File: src/rtl/mathacc_pkg.sv
// Shared constants for the integer-pipeline write-back path.
package mathacc_pkg;

  localparam int unsigned REG_ADDR_W = 5;

  localparam int unsigned REQ_ALU = 0;
  localparam int unsigned REQ_LSU = 1;
  localparam int unsigned REQ_MDU = 2;

endpackage

File: src/rtl/rr_arbiter.sv
// Round-robin arbiter: the search starts at ptr and wraps, and the first active request wins.
module rr_arbiter #(
  parameter int unsigned N = 3,
  localparam int unsigned IW = (N > 1) ? $clog2(N) : 1
) (
  input  logic [N-1:0]  req,
  input  logic [IW-1:0] ptr,
  output logic [N-1:0]  gnt,
  output logic [IW-1:0] gnt_idx,
  output logic          gnt_valid
);

  int unsigned idx;

  always_comb begin
    gnt       = '0;
    gnt_idx   = '0;
    gnt_valid = 1'b0;
    idx       = 0;
    for (int unsigned k = 0; k < N; k++) begin
      idx = 32'(ptr) + k;
      if (idx >= N) idx = idx - N;
      if (!gnt_valid && req[idx]) begin
        gnt[idx]  = 1'b1;
        gnt_idx   = IW'(idx);
        gnt_valid = 1'b1;
      end
    end
  end

endmodule

File: src/rtl/regfile_wb_scheduler.sv
// Arbitrates the register-file write port among execute units.
// Tracks a per-register busy scoreboard so that issue can stall on RAW and WAW hazards.
module regfile_wb_scheduler
  import mathacc_pkg::*;
#(
  parameter int unsigned NUM_REQ = 3,
  parameter int unsigned XLEN    = 32,
  parameter int unsigned NREG    = 32
) (
  input  logic                           clk,
  input  logic                           rst,
  input  logic [NUM_REQ-1:0]             req_valid,
  input  logic [NUM_REQ*REG_ADDR_W-1:0]  req_rd,
  input  logic [NUM_REQ*XLEN-1:0]        req_data,
  output logic [NUM_REQ-1:0]             req_ready,
  output logic                           rf_we,
  output logic [REG_ADDR_W-1:0]          rf_waddr,
  output logic [XLEN-1:0]                rf_wdata,
  input  logic                           iss_valid,
  input  logic [REG_ADDR_W-1:0]          iss_rd,
  input  logic [REG_ADDR_W-1:0]          chk_rs1,
  input  logic [REG_ADDR_W-1:0]          chk_rs2,
  input  logic [REG_ADDR_W-1:0]          chk_rd,
  output logic                           hazard,
  output logic [NREG-1:0]                busy_vec
);

  localparam int unsigned IW = (NUM_REQ > 1) ? $clog2(NUM_REQ) : 1;

  logic [IW-1:0]         rr_ptr;
  logic [IW-1:0]         gnt_idx;
  logic [IW-1:0]         ptr_next;
  logic [NUM_REQ-1:0]    gnt;
  logic                  gnt_valid;
  logic                  xfer;
  logic [REG_ADDR_W-1:0] sel_rd;
  logic [XLEN-1:0]       sel_data;
  logic [NREG-1:0]       busy_q;
  logic [NREG-1:0]       busy_d;

  rr_arbiter #(.N(NUM_REQ)) u_arb (
    .req       (req_valid),
    .ptr       (rr_ptr),
    .gnt       (gnt),
    .gnt_idx   (gnt_idx),
    .gnt_valid (gnt_valid)
  );

  // A grant is suppressed during reset so that in-flight data is discarded.
  assign xfer      = gnt_valid & ~rst;
  assign req_ready = rst ? '0 : gnt;
  assign sel_rd    = req_rd[REG_ADDR_W*gnt_idx +: REG_ADDR_W];
  assign sel_data  = req_data[XLEN*gnt_idx +: XLEN];
  assign ptr_next  = (gnt_idx == IW'(NUM_REQ - 1)) ? '0 : gnt_idx + IW'(1);

  // The clear takes effect at the grant; a same-cycle issue to that register overrides it.
  always_comb begin
    busy_d = busy_q;
    if (xfer)      busy_d[sel_rd] = 1'b0;
    if (iss_valid) busy_d[iss_rd] = 1'b1;
    busy_d[0] = 1'b0;
  end

  always_ff @(posedge clk) begin
    if (rst) begin
      rr_ptr   <= '0;
      busy_q   <= '0;
      rf_we    <= 1'b0;
      rf_waddr <= '0;
      rf_wdata <= '0;
    end else begin
      busy_q <= busy_d;
      rf_we  <= xfer && (sel_rd != '0);
      if (xfer) begin
        rr_ptr   <= ptr_next;
        rf_waddr <= sel_rd;
        rf_wdata <= sel_data;
      end
    end
  end

  assign hazard   = busy_q[chk_rs1] | busy_q[chk_rs2] | busy_q[chk_rd];
  assign busy_vec = busy_q;

endmodule
File: config.mk
export PLATFORM = sky130hd
export DESIGN_NAME = regfile_wb_scheduler
export DESIGN_NICKNAME = d
export VERILOG_FILES = /design/src/rtl/mathacc_pkg.sv /design/src/rtl/rr_arbiter.sv /design/src/rtl/regfile_wb_scheduler.sv
export SDC_FILE = /design/constraint.sdc
export NUM_CORES = 1
export LEC_CHECK = 0
export ABC_AREA = 1
export BUFFER_PORTS_ARGS = -buffer_cell sky130_fd_sc_hd__buf_2
export CAP_MARGIN = 20
export CORE_UTILIZATION = 43
export CTS_CLUSTER_DIAMETER = 80
export DETAILED_ROUTE_END_ITERATION = 10
export PLACE_DENSITY_LB_ADDON = 0.1
export SETUP_SLACK_MARGIN = 0.2
export SYNTH_ARGS = -nofsm -noshare
export SYNTH_HDL_FRONTEND = slang
export SYNTH_SLANG_ARGS = --single-unit
File: constraint.sdc
create_clock -name clk -period 2.1 [get_ports clk]
set_input_delay 0.42 -clock clk [delete_from_list [all_inputs] [get_ports clk]]
set_output_delay 0.42 -clock clk [all_outputs]
set_load 0.005 [all_outputs]
==> flow_summary.yaml, run 1 <==
logic_synthesis:
  synthFlopType: "dfxtp_1"
  synth_top_area_share: 0.302
  ys_top_cells_by_area: "dfxtp_1 30%, o21ai_0 13%, a21oi_1 12%"
  synthCells: 747
  synth-edff-count: 0
  synth_most_common_cell: "nand2_1"
  async_flop_share: 0
  synth_seq_cells: 71
  syn-cell-area_sq_um: 4700
  syn_area_per_cell_sq_um: 6.29
  synth_top_area_cell: "dfxtp_1"
  ys_warn_count: 0
  synthTopCellsByCount: "125 x nand2_1, 122 x o21ai_0, 116 x a21oi_1"
  syn_nets: 888
  ys_seq_area_frac: 0.302
  yosysUniqueCellTypes: 35
die:
  core.rowCount: 37
  fp.dieW_um: 107
  dieArea_sq_um: 11400
  die_h_um: 107
  io_pins: 211
  core_sq_um: 10500
  start_util: 0.449
timing:
  rsz0062_at_grt: "true"
  finalMaxSlewViolations: 0
  max_freq_mhz: 398
  period_needed_ns: 2.51
  fin_skew_ns: 0.00736
  relSlewSlack: 0.539
  worstMarginPinSlew_ns: 0.689
  final_hold_viol_count: 0
  setup_tns_ns: -17.02
  layout_setup_ws_ns: -0.414
  finalSetupViolCount: 73
  finalCritPeriodShare: 1.20
detailed_routing:
  wl_met2_um: 10500
  drtIter0Drc: 712
  drtPass1Iterations: 5
  vias_per_cell: 5.75
  drc_errors: 0
  num_vias: 6768
  wl_per_cell_um: 18.0
  ant_nets: 0
  highest_layer: "met4"
  wl_um: 21200
  wl_met1_um: 7960
  dr_wl_met3_um: 1920
clock_tree:
  clock_latency_ns: 0.37
  cts_hold_buffers: 0
  cts_tree: "yes"
  cts_buffer_depth: 2
  cts_sinks: 71
  numCtsBuffers: 9
  htree_levels: 3
  cts_root_buffer: "clkbuf_8"
  path_clk_slew_ns: 0.08
run_status:
  violations: "negative setup slack"
  status: "finished, violations left"
flow_run:
  timing.max_cap.violations: 0
cells_and_area:
  drive_gt1_frac: 0.460
  fin_nets: 1177
  nFillCells: 816
  syn_to_final_growth_pct: 65.1
  multi_input_area_sq_um: 3470
  n_antenna_cell: 0
  ff_latch_area_sq_um: 1460
  final_util: 0.741
power_and_ir_drop:
  p_total_mw: 14.6
  power_density_nw_per_um2: 1890
  leakagePower_nw: 3.52
  vdd_drop_max_mv: 1.12
worst_hold_path:
  hp-class: "input pin to register"
global_routing:
  antenna_found_initial: 0
  grt_max_degree: 39
  grt_overflow: 0
  grt_pass1_wl_um: 30400
  track_usage: 0.337
  grt_pass1_vias: 6202
setup_path:
  critical_path_class: "register to register"
  critPathSlowestCell: "dfxtp_2"
  crit_family: "simple AND/OR/NAND/NOR gates"
  crit_path_start_kind: "register"
  regToRegSetupSlack_ns: -0.41
  critical-path-max-stage-delay_ns: 0.36
  path_buf_inv: 4
  path_cells: "inv_2 > ha_4 > inv_4 > nand2_2 > nand3_2 > nand2_2 > buf_12 > nand4_4 > nand2_8 > nand2_4 > nand3_4 > nand2_4 > buf_6 > nor3_4 > nand2_1 > nand2_1 > a21oi_1"
  critPathCaptureType: "register"
  cp_data_required_time_ns: 2.35
  cp.arrival_ns: 2.76
  worst-path-max-fanout: 8
placed_design:
  hpwlAfterDp_um: 13300
  numPortBuffers: 209
  gp_congestion: 0.886
kinds of logic (layout without fill, tap and decap cells):
logic type | Yosys count | after routing | share of synthesized area
AND/OR/NAND/NOR | 307 | 308 | 0.301
AO/OA/AOI/OAI | 272 | 272 | 0.306
buffers and inverters | 92 | 385 | 0.0791
flip-flops | 71 | 71 | 0.302
adder cells (fa/ha/maj) | 4 | 4 | 0.0107
other | 1 | 1 | 0.000798
layer usage:
metal,up-vias,GRT usage
met2,433,0.586
met3,77,0.0564
met5,-,0
li1,3130,-
met1,3128,0.406
met4,0,0.151
metrics by stage:
stage          setup WS [ns]  instance area (sq um)  cells  hold WS [ns]
2_1_floorplan        -0.0107                   4810    747         0.463
3_3_place_gp          -0.153                   6360   1109         0.461
3_5_place_dp          -0.246                   6360   1109         0.470
4_1_cts               -0.287                   7240   1158         0.324
5_1_grt               -0.535                   7760   1177         0.328
6_report              -0.414                   7760   1177         0.325
cell usage in the layout (no fill, tap or decap), types with 14 or more instances in the layout:
cell / instances
nand3_1: 20
dfxtp_1: 47
nand3_4: 14
nand2_4: 20
buf_4: 57
nor2_1: 98
a21oi_1: 109
o21ai_0: 68
inv_1: 30
dfxtp_2: 21
o21ai_1: 49
nand2_1: 98
buf_6: 30
nand2_2: 19
buf_2: 209
area by class of cell:
type	instances	share of cell area
multi-input cells	585	0.447
repair buffers	315	0.287
flip-flops and latches	71	0.188
inverters	54	0.0326
well taps	136	0.0219
clock buffers	13	0.0205
clock inverters	3	0.00226
final timing paths:
check / startpoint / to / cells after the start
setup / recovery: rr_ptr[0]$_SDFFE_PP0P_ / busy_vec[8]$_SDFF_PP0_ / 17
hold / removal: req_data[10] / rf_wdata[10]$_SDFFE_PP0P_ / 3
setup reg to reg: rr_ptr[0]$_SDFFE_PP0P_ / busy_vec[8]$_SDFF_PP0_ / 17
hold reg to reg: rf_waddr[0]$_SDFFE_PP0P_ / rf_waddr[0]$_SDFFE_PP0P_ / 2
worst reg2reg max path: cells and delay by family, from the launching register on:
| family | cells | cell delay (ns) |
|---|---|---|
| compound gates | 1 | 0.07 |
| fa+ha+maj | 1 | 0.31 |
| buf+inv | 4 | 0.36 |
| flops | 1 | 0.36 |
| simple gates | 11 | 1.27 |
state kept, by name, indices dropped and copies added (netlist names):
name / cells
busy_vec: 31
rf_waddr: 5
rf_wdata: 32
rf_we: 1
rr_ptr: 2
repair_timing:
item / in CTS / in global routing
setup endpoints to repair: 75 / 75
setup buffers: 30 / 14
pin swaps: 43 / 49
cloned: 3 / 5
gates resized for setup: 165 / 74
where the power goes:
part,switching [mW],internal [mW]
logic,6.42,5.21
clock network,0.554,0.491
registers,0.211,1.74
total,7.19,7.44
No activity file was read; power rests on OpenSTA's default activity.
==> inputs of run 2 (changes only) <==
- ABC_AREA: 1 -> unset
- CORE_UTILIZATION: 43 -> 44
- PLACE_DENSITY: unset -> 0.81
- PLACE_DENSITY_LB_ADDON: 0.1 -> unset
==> flow_summary.yaml, run 2 <==
power_and_ir_drop:
  p_total_mw: 11.8
  power_density_nw_per_um2: 1500
  vdd_drop_max_mv: 0.956
  leakagePower_nw: 3.53
clock_tree:
  cts_buffer_depth: 2
  numCtsBuffers: 9
  path_clk_slew_ns: 0.08
  cts_tree: "yes"
  cts_root_buffer: "clkbuf_8"
  clock_latency_ns: 0.34
  htree_levels: 3
  cts_sinks: 71
placed_design:
  gp_congestion: 0.959
  placed_cells: 961
  hpwlAfterDp_um: 12500
  dp_slack_ns: -0.629
  numPortBuffers: 209
detailed_routing:
  num_vias: 5842
  drtIter0Drc: 354
  wl_um: 18500
  drtPass1Iterations: 5
  ant_nets: 0
  vias_per_cell: 5.81
  drc_errors: 0
  wl_per_cell_um: 18.3
global_routing:
  grt_max_degree: 49
  track_usage: 0.285
  antenna_found_initial: 0
  grt_overflow: 0
  grt_pass1_vias: 5331
  grt_pass1_wl_um: 25800
timing:
  finalSetupViolCount: 75
  layout_setup_ws_ns: -0.729
  fin_skew_ns: 0.0129
  worstMarginPinSlew_ns: 0.637
  relSlewSlack: 0.574
  finalCritPeriodShare: 1.35
  finalMaxSlewViolations: 0
  final_hold_viol_count: 0
  period_needed_ns: 2.83
  max_freq_mhz: 353
  rsz0062_at_grt: "true"
setup_path:
  reg2reg_from: "rr_ptr[1]$_SDFFE_PP0P_"
  worst-path-max-fanout: 8
  critPathCaptureType: "register"
  cp.arrival_ns: 3.05
  cp_data_required_time_ns: 2.32
  worstRegToRegCells: 13
  critical_path_class: "register to register"
  crit_path_start_kind: "register"
  worstReg2RegEnd: "busy_vec[6]$_SDFF_PP0_"
  regToRegSetupSlack_ns: -0.73
logic_synthesis:
  syn_area_per_cell_sq_um: 8.42
  synthCells: 582
  syn-cell-area_sq_um: 4900
  synth_top_area_cell: "dfxtp_1"
  synthTopCellsByCount: "86 x nor2_1, 71 x dfxtp_1, 58 x nand2_1"
  synth-compound-area-share: 0.209
  synth-edff-count: 0
  synthFlopType: "dfxtp_1"
  synth.mux.area_fraction: 0.232
  synth-simple-area-share: 0.210
  async_flop_share: 0
  synthAdderAreaFrac: 0.0102
  ys_seq_area_frac: 0.290
  syn_nets: 723
  synth_top_area_share: 0.290
  synth_seq_cells: 71
  ys_top_cells_by_area: "dfxtp_1 29%, mux4_2 12%, mux2i_1 8.2%"
  yosysUniqueCellTypes: 64
  synth_top_family_by_area: "multiplexers"
  yosys.area_share.xor_xnor: 0
  synth_most_common_cell: "nor2_1"
  ys_warn_count: 0
cells_and_area:
  final_cells: 1006
  layout_common_cells: "206 x buf_2, 82 x nor2_1, 66 x buf_4"
  top_register: "rf_wdata"
  final_common_cell: "buf_2"
  drive_gt1_frac: 0.547
  syn_to_final_growth_pct: 60.9
  fin_nets: 1003
  n_antenna_cell: 0
  largest_reg_flops: 32
die:
  dieArea_sq_um: 11600
  start_util: 0.452
  io_pins: 211
  core_sq_um: 10800
  die_h_um: 108
  fp.dieW_um: 108
  core.rowCount: 38
worst_hold_path:
  hp-start: "iss_rd[0]"
  min_to: "busy_vec[4]$_SDFF_PP0_"
  min_path_cells: 4
  hp-class: "input pin to register"
run_status:
  violations: "negative setup slack"
  status: "finished, violations left"
flow_run:
  timing.max_cap.violations: 0
run 2: cell count changes after synthesis, moves of 19 or more:
| cell | before | now |
|---|---|---|
| nand2_1 | 125 | 58 |
| mux2i_1 | 0 | 40 |
| mux4_2 | 0 | 27 |
| a21oi_1 | 116 | 49 |
| inv_1 | 40 | 8 |
| o21ai_1 | 3 | 22 |
| nand3_1 | 31 | 2 |
| o21ai_0 | 122 | 24 |
| nor2b_1 | 0 | 26 |
| a211oi_1 | 1 | 34 |
run 2: final cells by class:
| class | count | area, sq um |
|---|---|---|
| Clock buffer | 11 | 151 |
| Clock inverter | 4 | 76.3 |
| Fill cell | 778 | 2960 |
| Inverter | 8 | 35.0 |
| Multi-Input combinational cell | 459 | 3870 |
| Sequential cell | 71 | 1440 |
| Tap cell | 140 | 175 |
| Timing Repair Buffer | 313 | 2130 |
run 2: cell families after synthesis:
kind of cell               Yosys count
and+or+nand+nor                    218
AOI/OAI and AO/OA                  159
muxes                               77
DFF                                 71
buffers and inverters               52
adders and majority gates            4
other                                1
run 2: worst max-delay path by stage:
stage                      startpoint                      end  slack (ns)  cells past startpoint
2_1_floorplan  rr_ptr[0]$_SDFFE_PP0P_  busy_vec[22]$_SDFF_PP0_       -0.54                     13
3_3_place_gp   rr_ptr[0]$_SDFFE_PP0P_  busy_vec[22]$_SDFF_PP0_       -0.61                     12
3_5_place_dp   rr_ptr[1]$_SDFFE_PP0P_   busy_vec[7]$_SDFF_PP0_       -0.63                     10
4_1_cts        rr_ptr[1]$_SDFFE_PP0P_             req_ready[1]       -0.63                     10
5_1_grt        rr_ptr[1]$_SDFFE_PP0P_  busy_vec[27]$_SDFF_PP0_       -0.80                     12
6_report       rr_ptr[1]$_SDFFE_PP0P_   busy_vec[6]$_SDFF_PP0_       -0.73                     13
run 2: per-layer routing:
metal | GRT usage | wire length, um | up-vias
li1 | - | - | 2704
met1 | 0.324 | 7100 | 2761
met2 | 0.531 | 9460 | 312
met3 | 0.0490 | 1210 | 65
met4 | 0.103 | 680 | 0
met5 | 0 | 0 | -
run 2: stage by stage:
stage	setup TNS [ns]	area, sq um	utilization	hold WS [ns]
3_5_place_dp	-38.10	6630	0.611	0.470
2_1_floorplan	-25.42	5110	-	0.479
4_1_cts	-35.13	7370	0.679	0.442
5_1_grt	-49.18	7880	0.727	0.480
6_report	-42.00	7880	0.727	0.462
3_3_place_gp	-35.79	6630	0.611	0.462
run 2: critical path, stage by stage (launching register included):
cell and delay [ns]:
dfxtp_4 0.37, buf_12 0.12, ha_4 0.24, buf_6 0.11, nand3b_1 0.13, buf_6 0.16
a31oi_1 0.11, mux2_4 0.28, nor3_2 0.12, o21a_2 0.22, or4b_4 0.48, buf_8 0.17
o21ai_2 0.12, a21oi_1 0.07
run 2: power breakdown:
| part | switching (mW) | leakage, nW | internal, mW |
|---|---|---|---|
| clock | 0.524 | 0.112 | 0.732 |
| combinational | 4.35 | 2.83 | 4.37 |
| sequential | 0.194 | 0.590 | 1.69 |
| total | 5.06 | 3.53 | 6.78 |
run 2: repair_timing:
action                                  CTS  global route
endpoints found under the setup margin   75            75
resized for setup                        91            78
hold buffers                              0             0
gates cloned                              1             3
pin swaps                                38            30
setup buffers                            13            13
==> inputs of run 3 (changes only) <==
--- a/config.mk
+++ b/config.mk
@@ -7,8 +7,10 @@
 export LEC_CHECK = 0
+export ABC_AREA = 1
+export ABC_CLOCK_PERIOD_IN_PS = 2100
 export BUFFER_PORTS_ARGS = -buffer_cell sky130_fd_sc_hd__buf_2
 export CAP_MARGIN = 20
-export CORE_UTILIZATION = 44
+export CORE_UTILIZATION = 43
 export CTS_CLUSTER_DIAMETER = 80
 export DETAILED_ROUTE_END_ITERATION = 10
-export PLACE_DENSITY = 0.81
+export PLACE_DENSITY = 0.8
 export SETUP_SLACK_MARGIN = 0.2
--- a/constraint.sdc
+++ b/constraint.sdc
@@ -3,2 +3,2 @@
 set_output_delay 0.42 -clock clk [all_outputs]
-set_load 0.005 [all_outputs]
+set_load 0.1 [all_outputs]
==> flow_summary.yaml, run 3 (synthesized netlist as in run 1, its figures left out) <==
global_routing:
  grt_overflow: 0
  track_usage: 0.325
  antenna_found_initial: 1
  grt_pass1_vias: 6170
  grt_max_degree: 39
  grt_pass1_wl_um: 29200
cells_and_area:
  top_register: "rf_wdata"
  final_common_cell: "buf_2"
  largest_reg_flops: 32
  final_cells: 1183
  nFillCells: 672
  fin_nets: 1182
  layout_common_cells: "203 x buf_2, 99 x nand2_1, 96 x a21oi_1"
  drive_gt1_frac: 0.532
  syn_to_final_growth_pct: 72.5
  final_util: 0.775
detailed_routing:
  ant_nets: 0
  drc_errors: 0
  drtIter0Drc: 844
  drtPass1Iterations: 6
  vias_per_cell: 6.15
  num_vias: 7273
  wl_um: 23200
  wl_per_cell_um: 19.7
die:
  core_sq_um: 10500
  dieArea_sq_um: 11400
  fp.dieW_um: 107
  io_pins: 211
  die_h_um: 107
  start_util: 0.449
  core.rowCount: 37
timing:
  relSlewSlack: 0.524
  worstMarginPinSlew_ns: 0.712
  fin_skew_ns: 0.00937
  period_needed_ns: 2.63
  finalCritPeriodShare: 1.25
  finalMaxSlewViolations: 0
  finalSetupViolCount: 75
  setup_tns_ns: -24.50
  layout_setup_ws_ns: -0.526
  final_hold_viol_count: 0
  max_freq_mhz: 381
  rsz0062_at_grt: "true"
run_status:
  violations: "negative setup slack"
  status: "finished, violations left"
clock_tree:
  cts_root_buffer: "clkbuf_8"
  clock_latency_ns: 0.36
  path_clk_slew_ns: 0.09
  cts_buffer_depth: 2
  htree_levels: 3
  cts_tree: "yes"
  numCtsBuffers: 9
  cts_sinks: 71
setup_path:
  crit_family: "simple AND/OR/NAND/NOR gates"
  path_buf_inv: 5
  critPathSlowestCell: "dfxtp_4"
  path_cells: "inv_4 > ha_4 > buf_6 > nand3_1 > nand2_2 > nand4_1 > buf_4 > nand2_8 > buf_6 > buf_6 > nand2_4 > nand2_4 > nand2_1 > nor2_2 > nand2_1 > nand2_1 > a21oi_1"
  cp_data_required_time_ns: 2.34
  worst-path-max-fanout: 6
  critical-path-max-stage-delay_ns: 0.39
  critPathCaptureType: "register"
  critical_path_class: "register to register"
  crit_path_start_kind: "register"
  cp.arrival_ns: 2.86
flow_run:
  timing.max_cap.violations: 0
placed_design:
  gp_congestion: 0.955
  placed_cells: 1118
  hpwlAfterDp_um: 13200
  dp_slack_ns: -0.300
  numPortBuffers: 209
worst_hold_path:
  hp-class: "input pin to register"
run 3: cell types whose count changed in the layout (fill, tap and decap cells not counted), moves of 27 or more:
| cell | before | now |
|---|---|---|
| dfxtp_4 | 2 | 31 |
| a21oi_1 | 44 | 96 |
| a211oi_1 | 29 | 1 |
| mux4_2 | 27 | 0 |
| mux2i_1 | 32 | 0 |
| o21ai_0 | 4 | 66 |
| nand2_1 | 57 | 99 |
run 3: layer usage:
layer / GRT usage / wire length [um]
met2: 0.561 / 10700
met5: 0 / 0
met1: 0.386 / 8290
met3: 0.0687 / 2490
met4: 0.140 / 1730
run 3: final timing paths:
path	startpoint	end	slack [ns]	cells after the start
worst max-delay path	rr_ptr[0]$_SDFFE_PP0P_	busy_vec[9]$_SDFF_PP0_	-0.53	17
worst min-delay path	req_data[72]	rf_wdata[8]$_SDFFE_PP0P_	0.33	3
worst max register to register	rr_ptr[0]$_SDFFE_PP0P_	busy_vec[9]$_SDFF_PP0_	-0.53	17
worst min register to register	rf_waddr[1]$_SDFFE_PP0P_	rf_waddr[1]$_SDFFE_PP0P_	0.48	2
run 3: layout make-up:
cell class / count / area, sq um / area share
flip-flops and latches: 71 / 1540 / 0.190
repair inverters: 1 / 7.51 / 0.000926
clock buffers: 10 / 128 / 0.0157
clock inverters: 6 / 85.1 / 0.0105
well taps: 136 / 170 / 0.0210
diodes: 1 / 2.50 / 0.000309
repair buffers: 320 / 2250 / 0.277
multi-input cells: 584 / 3670 / 0.453
inverters: 54 / 255 / 0.0315
run 3: what timing repair did:
item / CTS / global route
gates resized for setup: 62 / 210
hold endpoints to repair: 0 / 0
pin swaps: 40 / 69
endpoints found under the setup margin: 75 / 75
gates cloned: 2 / 6
setup buffers: 22 / 18
hold buffers: 0 / 0
run 3: stage by stage:
stage	hold WS, ns	instance area, sq um
floorplan	0.512	4990
global placement	0.458	6530
detailed placement	0.463	6530
CTS	0.343	7190
global route	0.344	8110
finish	0.329	8110
run 3: tightest hold or removal path: cells and delay by family:
family / cells / cell delay [ns]
AO/OA/AOI/OAI: 2 / 0.16
buffers and inverters: 1 / 0.08
Power of run 3 is not shown: default switching activity piles up to over one toggle a cycle in this logic, so the estimate is an artifact.
